## src/rtl/simon_round_core.sv

```systemverilog
// simon_round_core: iterative Simon 128/256 round datapath.
// One round per clock, 72 rounds. Encrypts (ctrl=0) or decrypts (ctrl=1) one
// 128-bit block using round keys read from the key-schedule memory via key_adr.
// Optional feature: define SIMON_ABORT_EN to add an 'abort' input that cancels
// an operation in progress without a done pulse.

module simon_round_core #(
    parameter int ROUNDS = 72,
    parameter int WORD   = 64
) (
    input  logic              clk,
    input  logic              res_n,      // active-high asynchronous reset
    input  logic              start,
    input  logic              ctrl,
    input  logic              key_ready,
`ifdef SIMON_ABORT_EN
    input  logic              abort,
`endif
    input  logic [2*WORD-1:0] in,
    input  logic [WORD-1:0]   key,
    output logic [6:0]        key_adr,
    output logic [2*WORD-1:0] out,
    output logic              busy,
    output logic              done
);

    localparam logic [6:0] LAST_RND = 7'(ROUNDS - 1);
    localparam logic [6:0] LAST_ADR = 7'(ROUNDS - 1);

    typedef enum logic [1:0] {
        S_IDLE,
        S_LOAD,
        S_RUN,
        S_DONE
    } state_t;

    state_t              state_q, state_d;
    logic [WORD-1:0]     x_q, x_d;
    logic [WORD-1:0]     y_q, y_d;
    logic                mode_q, mode_d;     // 0 = encrypt, 1 = decrypt
    logic [6:0]          rnd_q, rnd_d;
    logic [6:0]          adr_q, adr_d;
    logic [2*WORD-1:0]   out_q, out_d;
    logic                done_q, done_d;

    // Simon round function: (ROL1 & ROL8) ^ ROL2.
    function automatic logic [WORD-1:0] rol(input logic [WORD-1:0] v, input int sh);
        return (v << sh) | (v >> (WORD - sh));
    endfunction

    function automatic logic [WORD-1:0] simon_f(input logic [WORD-1:0] v);
        return (rol(v, 1) & rol(v, 8)) ^ rol(v, 2);
    endfunction

    // Next-state logic: FSM transitions plus one round of the datapath.
    always_comb begin
        // NOTE: every signal gets a default before the case so no path leaves it unassigned, which would infer a latch.
        state_d = state_q;
        x_d     = x_q;
        y_d     = y_q;
        mode_d  = mode_q;
        rnd_d   = rnd_q;
        adr_d   = adr_q;
        out_d   = out_q;
        done_d  = 1'b0;

        case (state_q)
            S_IDLE: begin
                // Start without a completed key schedule is dropped, not queued.
                if (start && key_ready) begin
                    x_d     = in[2*WORD-1:WORD];
                    y_d     = in[WORD-1:0];
                    mode_d  = ctrl;
                    adr_d   = ctrl ? LAST_ADR : 7'd0;
                    rnd_d   = 7'd0;
                    state_d = S_LOAD;
                end
            end

            S_LOAD: begin
                // Bubble cycle: the key memory output settles for the first address.
                state_d = S_RUN;
            end

            S_RUN: begin
                if (mode_q) begin
                    x_d = y_q;
                    y_d = x_q ^ simon_f(y_q) ^ key;
                    // Decrypt walks keys downward and holds at address 0.
                    adr_d = (adr_q == 7'd0) ? 7'd0 : adr_q - 7'd1;
                end else begin
                    x_d = y_q ^ simon_f(x_q) ^ key;
                    y_d = x_q;
                    // Encrypt walks keys upward and holds at the last address.
                    adr_d = (adr_q == LAST_ADR) ? LAST_ADR : adr_q + 7'd1;
                end
                rnd_d = rnd_q + 7'd1;

                // Only the final round result ever reaches the output port.
                if (rnd_q == LAST_RND) begin
                    out_d   = {x_d, y_d};
                    done_d  = 1'b1;
                    state_d = S_DONE;
                end
            end

            S_DONE: begin
                state_d = S_IDLE;
            end

            default: begin
                state_d = S_IDLE;
            end
        endcase

`ifdef SIMON_ABORT_EN
        // Abort cancels LOAD/RUN only; in IDLE a simultaneous start wins.
        if (abort && (state_q == S_LOAD || state_q == S_RUN)) begin
            state_d = S_IDLE;
            out_d   = out_q;
            done_d  = 1'b0;
            adr_d   = 7'd0;
            rnd_d   = rnd_q;
        end
`endif
    end

    // State and datapath registers with asynchronous active-high reset.
    always_ff @(posedge clk or posedge res_n) begin
        if (res_n) begin
            state_q <= S_IDLE;
            x_q     <= '0;
            y_q     <= '0;
            mode_q  <= 1'b0;
            rnd_q   <= '0;
            adr_q   <= '0;
            out_q   <= '0;
            done_q  <= 1'b0;
        end else begin
            // NOTE: non-blocking assignments so every register samples the pre-edge values, avoiding ordering races.
            state_q <= state_d;
            x_q     <= x_d;
            y_q     <= y_d;
            mode_q  <= mode_d;
            rnd_q   <= rnd_d;
            adr_q   <= adr_d;
            out_q   <= out_d;
            done_q  <= done_d;
        end
    end

    assign key_adr = adr_q;
    assign out     = out_q;
    assign done    = done_q;
    assign busy    = (state_q == S_LOAD) || (state_q == S_RUN);

endmodule

```

## config.mk

```make
export PLATFORM = sky130hd
export DESIGN_NAME = simon_round_core
export DESIGN_NICKNAME = d
export VERILOG_FILES = /design/src/rtl/simon_round_core.sv
export SDC_FILE = /design/constraint.sdc
export NUM_CORES = 1
export LEC_CHECK = 0
export ABC_AREA = 1
export BUFFER_PORTS_ARGS = -buffer_cell sky130_fd_sc_hd__buf_2
export CORE_MARGIN = 2
export CORE_UTILIZATION = 30
export DETAILED_ROUTE_END_ITERATION = 16
export HOLD_SLACK_MARGIN = 0.05
export SLEW_MARGIN = 30
export SYNTH_ARGS = -nofsm -noshare
export SYNTH_HDL_FRONTEND = slang
export SYNTH_SLANG_ARGS = --single-unit
```

## constraint.sdc

```tcl
create_clock -name clk -period 26.7 [get_ports clk]
set_input_delay 4.005 -clock clk [delete_from_list [all_inputs] [get_ports clk]]
set_output_delay 4.005 -clock clk [all_outputs]
set_load 0.05 [all_outputs]
```

# Word-level counts from Yosys, hierarchy flattened
# Index checks and enable logic that the tools add are counted.
# Widths: inputs -> output; s select.
op_classes:
  add_sub_neg: 3
  eq_ne: 7
  mux: 19
  n_bitwise: 14
  reduce_logical: 9
ops:
  columns: ["op", "count"]
  rows:
  - ["$xor 64x64->64", 6]
  - ["$mux 64", 4]
  - ["$pmux 64 s2", 2]
  - ["$and 64x64->64", 2]
  - ["$or 64x1->64", 2]
  - ["$or 64x2->64", 2]
  - ["$or 64x8->64", 2]
  - ["$mux 7", 6]
  - ["$pmux 7 s2", 2]
  - ["$add 7x1->7 const B", 2]
  - ["$eq 7x7->1 const B", 2]
  - ["$pmux 2 s4", 1]
  - ["$reduce_and 2->1", 4]
  - ["$logic_not 7->1", 1]
  - ["$sub 7x1->7 const B", 1]
  - ["$eq 2x2->1 const B", 2]
  - ["$mux 2", 2]
  - ["$ne 2x2->1 const B", 2]
  - ["$eq 2x1->1 const B", 1]
  - ["$logic_not 2->1", 1]
  - ["$mux 1", 2]
  - ["$reduce_bool 2->1", 1]
  - ["$logic_and 1x1->1", 1]
  - ["$logic_or 1x1->1", 1]
word_totals:
  ff_bits: 274
  inputBits: 197
  output_inout_bits: 137
  word_cells: 60

# Longest topological paths before layout
# Gate-level depths: netlist of run 1.
logic_depth:
  word_depth: 7
  mapped_depth: 11
  mapped_depth_nobuf: 10

# Least setup slack after synthesis of run 1
# OpenSTA, ideal clock, no wires.
synth_path:
  path_type: "reg-to-output"
  startpoint: "register state_q[0]"
  endpoint: "output busy"
  t_arrival_ns: 0.944
  t_required_ns: 22.695
  path_slack_ns: 21.751
  path_stages_with_launch: 3
  cell_sequence: "dfrtp_1 > inv_1 > ha_1"
synth_via:
  elab_chain_len: 2
synth_lines:
  columns: ["element", "line_no", "rtl"]
  rows:
  - ["start: declaration", "37", "state_t state_q, state_d;"]
  - ["start signal: assignment", "141", "state_q <= state_d;"]
  - ["$eq 2x1->1 / $eq 2x2->1 (equally long branches)", "155", "assign busy = (state_q == S_LOAD) || (state_q == S_RUN);"]
  - ["$logic_or 1x1->1 (*)", "155", null]
  - ["end: declaration", "23", "output logic busy,"]
# Every way passes the cells marked *; elsewhere a longest branch is shown, timed or not.

# Worst setup path in the final report of run 1
layout_path:
  startpoint: "input key_ready"
  endpoint: "register adr_q[1], in the netlist key_adr[1]"
layout_via:
  elab_chain_len: 3
layout_lines:
  columns: ["element", "line_no", "rtl"]
  rows:
  - ["start: declaration", "15", "input logic key_ready,"]
  - ["$logic_and 1x1->1", "70", "if (start && key_ready) begin"]
  - ["$ne 2x2->1 (no source line)", null, null]
  - ["$reduce_and 2->1 (no source line)", null, null]
  - ["end signal: assignment", "146", "adr_q <= adr_d;"]
  - ["end: declaration", "42", "logic [6:0] adr_q, adr_d;"]
# Every way passes these cells.
# A chain may end at the register's enable or synchronous reset.

==> summary by stage, run 1 <==
Status
The run finished with clean final reports.

Detailed routing
The detailed-route wire length is about 69000 um. The detail-routed net length per standard cell is around 17 um. The detailed route wirelength on metal2 is approximately 32000 um. The first-iteration detailed-routing DRC count is roughly 1600. The number of iterations in the first detailed-routing pass is 9. The met1 wire length is roughly 31000 um. The total number of vias is roughly 20000. After detailed routing, the met3 layer carries between 4000 and 5000 um of wire. In the routed design, unresolved DRC markers number 0. After detailed routing, no signal wire sits above met5. Using the TritonRoute via totals, the vias-per-cell ratio works out to approximately 5.

The remaining antenna violation count is 0.

Global routing
The number of global-route vias before repair is 18700. The pin count of the biggest net entering global routing is ~110. The first-pass GRT wire length is about 110000 um. The global-route congestion overflow total is 0. The overall routing resource usage is 0.213. The number of antenna violations at the first check in global routing is 17.

Min path
The type of the tightest min-delay check is reg2reg. The cell depth of the worst min-delay path is 2.

Finish
Leaving out fill and tap cells, the most frequent cells in the layout are 1449 x sky130_fd_sc_hd__nand2_1, 336 x sky130_fd_sc_hd__inv_1, 333 x sky130_fd_sc_hd__buf_2. The fill cell total of the finished layout is about 6800. Of the cells placed in the final design, the portion with a size suffix greater than 1 is 0.125. The utilization of the core after routing is 0.358. The leading cell type in the layout, fill and taps excluded is sky130_fd_sc_hd__nand2_1.

The synthesis-to-finish area growth is 18.5%. After the flow finishes, the layout carries non-filler instances totaling just over 4000. The number of nets in the layout is ~3500.

Logic synthesis
The cell count after synthesis is about 3000. The netlist uses 27 different library cells. The synthesized design contains 0 enable-type register cells. The synthesized net count is 3239. After synthesis, the share of flip-flops with an asynchronous set or reset is 1.00. In this run the mean area of a mapped cell was 6.12 um^2. After synthesis the cells add up to 18600 um^2. For this run, the leading register cell type out of synthesis is sky130_fd_sc_hd__dfrtp_1.

Yosys printed 0 warnings. After synthesis the netlist holds a flip-flop and latch count of approximately 270. For this run, the register share of the synthesized area comes to 0.369.

Critical path
Walking the worst path, the cells encountered are buf_2 > nand3_1 > nand2_4 > inv_4 > buf_4 > a21oi_2 > inv_1 > o21ai_0 > nand2_1. The path type of the worst setup path is in2reg. Across all register-to-register paths, the minimum setup slack is 23390 ps. The capture instance of the worst register-to-register path is x_q[41]. Following the worst setup path forward leads to its endpoint at key_adr[1]. The worst register-to-register path begins at state_q[0]. Along the worst path, the maximum fanout reaches between 60 and 70. Measured in cells, the most critical reg-to-reg path has a length of 8. The library cell contributing the largest single delay on the critical path is sky130_fd_sc_hd__buf_4.

Tracing the worst setup path back leads to its startpoint at key_ready. STA classifies the critical path startpoint as an input port. The endpoint type of the worst setup path is a flop. For this run, the slowest stage of the critical path takes 770 ps. Data arrives at the worst endpoint at between 6000 and 7000 ps. Data on the critical path is required at its endpoint by 27180 ps.

Power and ir drop
VDD sags by at most ~0.04 mV. Summed over all cells, the static leakage comes to 12.5 nW. Dividing total power by cell area gives a power density of approximately 95 nW/um^2.

Clock network
CTS built an H-tree with a depth of 2. The maximum root-to-sink buffer count is 3. The CTS tree is yes. The library cell used as clock root buffer is sky130_fd_sc_hd__clkbuf_16. After clock tree synthesis, the clock-pin slew on the worst setup and hold paths is around 60 ps. After clock tree synthesis, the setup repair step added 0 buffers. Clock latency on the worst-skew pair, taken at its later pin, is roughly 550 ps.

The number of gates resized after CTS is 0. The TritonCTS buffer count is 36. CTS saw about 270 sinks.

The number of hold buffers added after cts is 0.

Floorplanning
The initial core utilization is 0.302. The core outline area is roughly 61000 um^2. The height of the die is 253 um. In this run the core area contains 91 standard-cell rows.

The floorplan step set the die width to approximately 250 um. In this run the count of I/O pins placed on the die edge is 334. The floorplan step defined a die boundary enclosing ~64000 um^2.

STA
The worst hold slack after final layout is approximately 470 ps. Headroom to the max-slew limit came out at 0.396. The count of final hold-check violations is 0. Adding up every negative setup slack in the final design gives 0 ps. The slew at the pin with the worst max-slew slack is slightly above 900 ps. For the final database, setup skew stands at between 10 and 15 ps.

The number of pins exceeding their max-slew limit in the final report was 0. The final period demand of the worst path is 6100 ps. Timing would allow up to around 0.16 GHz. Setup repair after global routing left no endpoint under its margin.

Setup violations remaining at the end of the flow were counted as 0. The post-route clock period utilization is 0.229.

Placed design
The number of cells after detailed placement is slightly above 4000. The count of input and output buffers is 333. At the end of routability-driven placement, the weighted congestion stood at 0.870. After legalization and detailed placement, the total HPWL measured 50500 um.

Run
The number of maximum-capacitance constraint violations is 0.
-- worst max-delay path, delay by kind of cell --
family	cells	cell delay [ps]
and+or+nand+nor	3	620
AOI/OAI and AO/OA	2	170
buffers and inverters	4	1680
-- cell families (layout without fill, tap and decap cells) --
family	after synthesis	after routing	share of synthesized area
XOR/XNOR	3	3	0.00141
AO/OA/AOI/OAI	282	282	0.0764
flip-flops	274	274	0.369
adder cells (fa/ha/maj)	7	7	0.00471
buffers and inverters	459	754	0.105
other	0	6	0
AND/OR/NAND/NOR	2010	2010	0.443
-- how the worst min path moves through the flow --
stage,slack [ps],startpoint,end
2_1_floorplan,450,state_q[0],state_q[0]
6_report,470,out[61],out[61]
3_3_place_gp,460,out[88],out[88]
3_5_place_dp,460,out[0],out[0]
5_1_grt,490,out[20],out[20]
4_1_cts,480,out[0],out[0]
-- state kept, by name (all words and copies together), names as in the netlist --
| register | cells |
|---|---|
| mode_q | 1 |
| done | 1 |
| rnd_q | 7 |
| key_adr | 7 |
| state_q | 2 |
| y_q | 64 |
| out | 128 |
| x_q | 64 |
-- through the flow --
stage	setup WS (ps)	cell area, um^2	power (mW)
4_1_cts	20620	22000	2.09
3_5_place_dp	20020	20800	1.56
2_1_floorplan	15140	18600	1.27
5_1_grt	20400	22000	2.27
6_report	20600	22000	2.09
3_3_place_gp	20050	20700	1.55
-- where the power goes --
part           switching (mW)  leakage (nW)  internal, mW
Combinational           0.512          8.98         0.286
Clock                   0.205         0.606         0.324
Sequential              0.247          2.87         0.515
Total                   0.963          12.5          1.13
-- layer usage --
metal | up-vias | GRT usage
met5 | - | 0
met4 | 18 | 0.0727
met3 | 124 | 0.0395
met2 | 567 | 0.346
met1 | 9214 | 0.284
li1 | 10100 | -
-- cell type report --
| type | count | area [um^2] | area share |
|---|---|---|---|
| multi-input cells | 2302 | 9790 | 0.445 |
| flip-flops and latches | 274 | 6860 | 0.312 |
| repair buffers | 349 | 1810 | 0.0824 |
| inverters | 341 | 1300 | 0.0589 |
| clock buffers | 48 | 1010 | 0.0457 |
| well taps | 790 | 988 | 0.0449 |
| clock inverters | 16 | 245 | 0.0111 |
| diodes | 6 | 15.0 | 0.000682 |
-- synthesized netlist by cell type, drive strengths merged (3+ instances only) --
master	n	share of area
nor2	155	0.031
clkbuf	18	0.0036
nand4	134	0.045
dfrtp	274	0.37
a21oi	268	0.072
nand2	1450	0.29
o21ai	12	0.0032
buf	100	0.033
nor3	3	0.0011
nand3	264	0.071
ha	7	0.0047
inv	341	0.069
Power figures use the tool's default switching activity.
==> inputs of run 2 (changes only) <==
clock period = 5.47 ns   (was 26.7 ns; I/O delays follow)
==> summary by stage, run 2 (synthesis results as in run 1) <==
Finish
The leading cell type in the layout, fill and taps excluded is sky130_fd_sc_hd__nand2_1. The flip-flop count of the largest register, all copies and words added is 128 (unchanged). The top cell types in the final layout, fill and taps aside, are 1449 x sky130_fd_sc_hd__nand2_1, 336 x sky130_fd_sc_hd__inv_1, 333 x sky130_fd_sc_hd__buf_2. The ratio of cells with drive above 1 in the final layout came to 0.126 (+0.000338).

The synthesis-to-finish area growth is 18.0%. The number of nets in the layout is 3508 (unchanged).

Placed design
The post-placement worst setup slack is 2420 ps (-17600 ps). The half-perimeter wire length of the detailed placement result is 50400 um (-0.22%). The routability congestion estimate is 0.873 (+0.38%). The count of input and output buffers is 333 (unchanged).

Floorplanning
The die outline width is 253 um (unchanged). The site row count came to 91 (unchanged). The initial core utilization came to 0.302 (unchanged). The count of pins on the block boundary is 334 (unchanged). The core outline area is 61500 um^2 (unchanged).

The die area came to 64000 um^2 (unchanged). The height of the die came to 253 um (unchanged).

STA
The headroom to the max-slew limit came to 0.220 (-0.176). Counting I/O delays and the setup requirement, the final critical path takes around 2900 ps. Timing would allow up to 0.347 GHz. Setup repair after global routing left no endpoint under its margin. The total negative slack was 0 ps (unchanged). The number of pins exceeding their max-slew limit in the final report is 0 (unchanged). The worst hold slack after final layout is 197 ps (-274 ps). Dividing the final minimum period by the clock period gives 0.527.

The final setup slack of the worst path is 2590 ps (-18010 ps). The final setup violation count was 0 (unchanged). The count of final hold-check violations came to 0 (unchanged).

The slew at the pin with the worst max-slew slack is 1170 ps (+264 ps). The worst clock skew is 18.2 ps (+5.48 ps).

Critical path
In this run the critical register-to-register path is captured at out[34]. The launching element of the worst setup path is state_q[0]. The data arrival time at the worst-slack endpoint is 3370 ps (-3210 ps). The delay of the slowest critical-path stage is 720 ps (-50 ps).

The path type of the worst setup path is reg2reg. The worst setup path endpoint is out[34]. The number of cells on the worst reg-to-reg path was 8 (unchanged). The endpoint type of the worst setup path is a flop.

The critical-path maximum fanout was 72 (+5.9%). The library cell contributing the largest single delay on the critical path is sky130_fd_sc_hd__buf_4. The worst reg2reg path startpoint is state_q[0]. The data required time of the critical path is 5950 ps (-21230 ps). Traced cell by cell, the critical path runs through inv_1 > ha_4 > inv_4 > nor2_4 > inv_4 > buf_4 > nand2_1 > nand2_1. The reg2reg setup slack is 2590 ps (-20800 ps). STA classifies the critical path startpoint as a flop.

Status
The flow ran to the end, and the final reports show no timing, DRC or antenna violations.

Clock network
The number of hold buffers added after cts was 0 (unchanged). The count of clock tree sinks is 274 (unchanged). Clock tree synthesis selected as its root buffer the cell sky130_fd_sc_hd__clkbuf_16. The number of gates resized after CTS is 0 (unchanged). The maximum root-to-sink buffer count was 3 (unchanged). The latest clock arrival within the worst-skew pair is 560 ps (about the same). The TritonCTS buffer count is 35 (-2.8%). TritonCTS built the clock tree. The post-CTS repair timing setup buffer count is 0 (unchanged). The H-tree level count is 2 (unchanged).

The CTS clock-pin slew for the worst setup and hold paths is 60 ps (about the same).

Global routing
The global-route congestion overflow total is 0 (unchanged). The first-pass GRT wire length is 105000 um (-1.7%). The overall routing resource usage was 0.209 (-0.00414). The number of global-route vias before repair is 18200 (-2.2%). The pin count of the biggest net entering global routing is 142 (+34%). The number of antenna violations at the first check in global routing is 17 (unchanged).

Power and ir drop
The part of the power in registers is 0.370 (+0.005). The cell-internal power is 5.31 mW (+370%). The leakage dissipation is 12.4 nW (-0.34%). The maximum ir drop on the vdd rail was 0.173 mV (+340%).

The power per standard cell area was 456 nW/um^2 (+380%). The proportion of power drawn by the clock network was 0.238 (-0.015). The power share of the combinational group is 0.392 (+0.010).

The switching power total came to 4.70 mW (+390%). The switching power as a share of total power is 0.469 (+0.00831).

Detailed routing
The detail-routed net length per standard cell is 16.6 um (-1.2%). The number of iterations in the first detailed-routing pass came to 5 (-4). The remaining routing DRC violations is 0 (unchanged).

The detail-routed via count per cell came to 4.88 (+0.44%). The remaining antenna violation count was 0 (unchanged). The total number of vias is 20200 (+0.47%). The first-iteration detailed-routing DRC count was 1607 (+2.4%).

The detailed-route wire length was 68500 um (-1.2%).

Min path
The path class of the tightest hold or removal check is in2async.

Run
The number of maximum-capacitance constraint violations was 0 (unchanged).
[run 2: power groups by stage]
stage	combinational, mW	sequential [mW]	clock (mW)
final	3.92	3.70	2.38
after global routing	4.58	3.77	2.50
after CTS	3.91	3.69	2.44
after detailed placement	3.89	3.71	0
after global placement	3.82	3.72	0
after floorplan	3.07	3.11	0
[run 2: routing by layer]
layer	vias to the layer above	wire length (um)	track usage
li1	10100	-	-
met4	20	1840	0.0658
met2	539	31100	0.334
met5	-	131	0
met1	9352	31200	0.285
met3	116	4230	0.0389
[run 2: critical path: cells and delay by family (launching register included)]
kind / cells / cell delay, ps
buf+inv: 4 / 1740
flops: 1 / 340
simple gates: 3 / 350
fa+ha+maj: 1 / 260
[run 2: stage by stage]
| step | cells | power, mW | area (um^2) | utilization |
|---|---|---|---|---|
| after floorplan | 3035 | 6.18 | 18600 | - |
| after global placement | 4057 | 7.55 | 20800 | 0.338 |
| after detailed placement | 4057 | 7.61 | 20800 | 0.338 |
| after CTS | 4119 | 10.0 | 21900 | 0.356 |
| after global routing | 4123 | 10.8 | 21900 | 0.357 |
| final | 4127 | 10.0 | 21900 | 0.357 |
[run 2: worst min path at each step]
stage	endpoint	slack, ps	cells after the start
after global routing	y_q[18]	190	2
after floorplan	state_q[0]	450	2
after global placement	out[54]	460	2
final	y_q[18]	200	2
after CTS	y_q[18]	170	2
after detailed placement	out[76]	460	2
[run 2: layout make-up]
cell class | instances | area (um^2)
fillers | 6754 | 39500
multi-input cells | 2302 | 9790
flip-flops and latches | 274 | 6860
repair buffers | 350 | 1820
inverters | 341 | 1290
clock buffers | 50 | 1050
well taps | 790 | 988
clock inverters | 12 | 106
diodes | 8 | 20.0
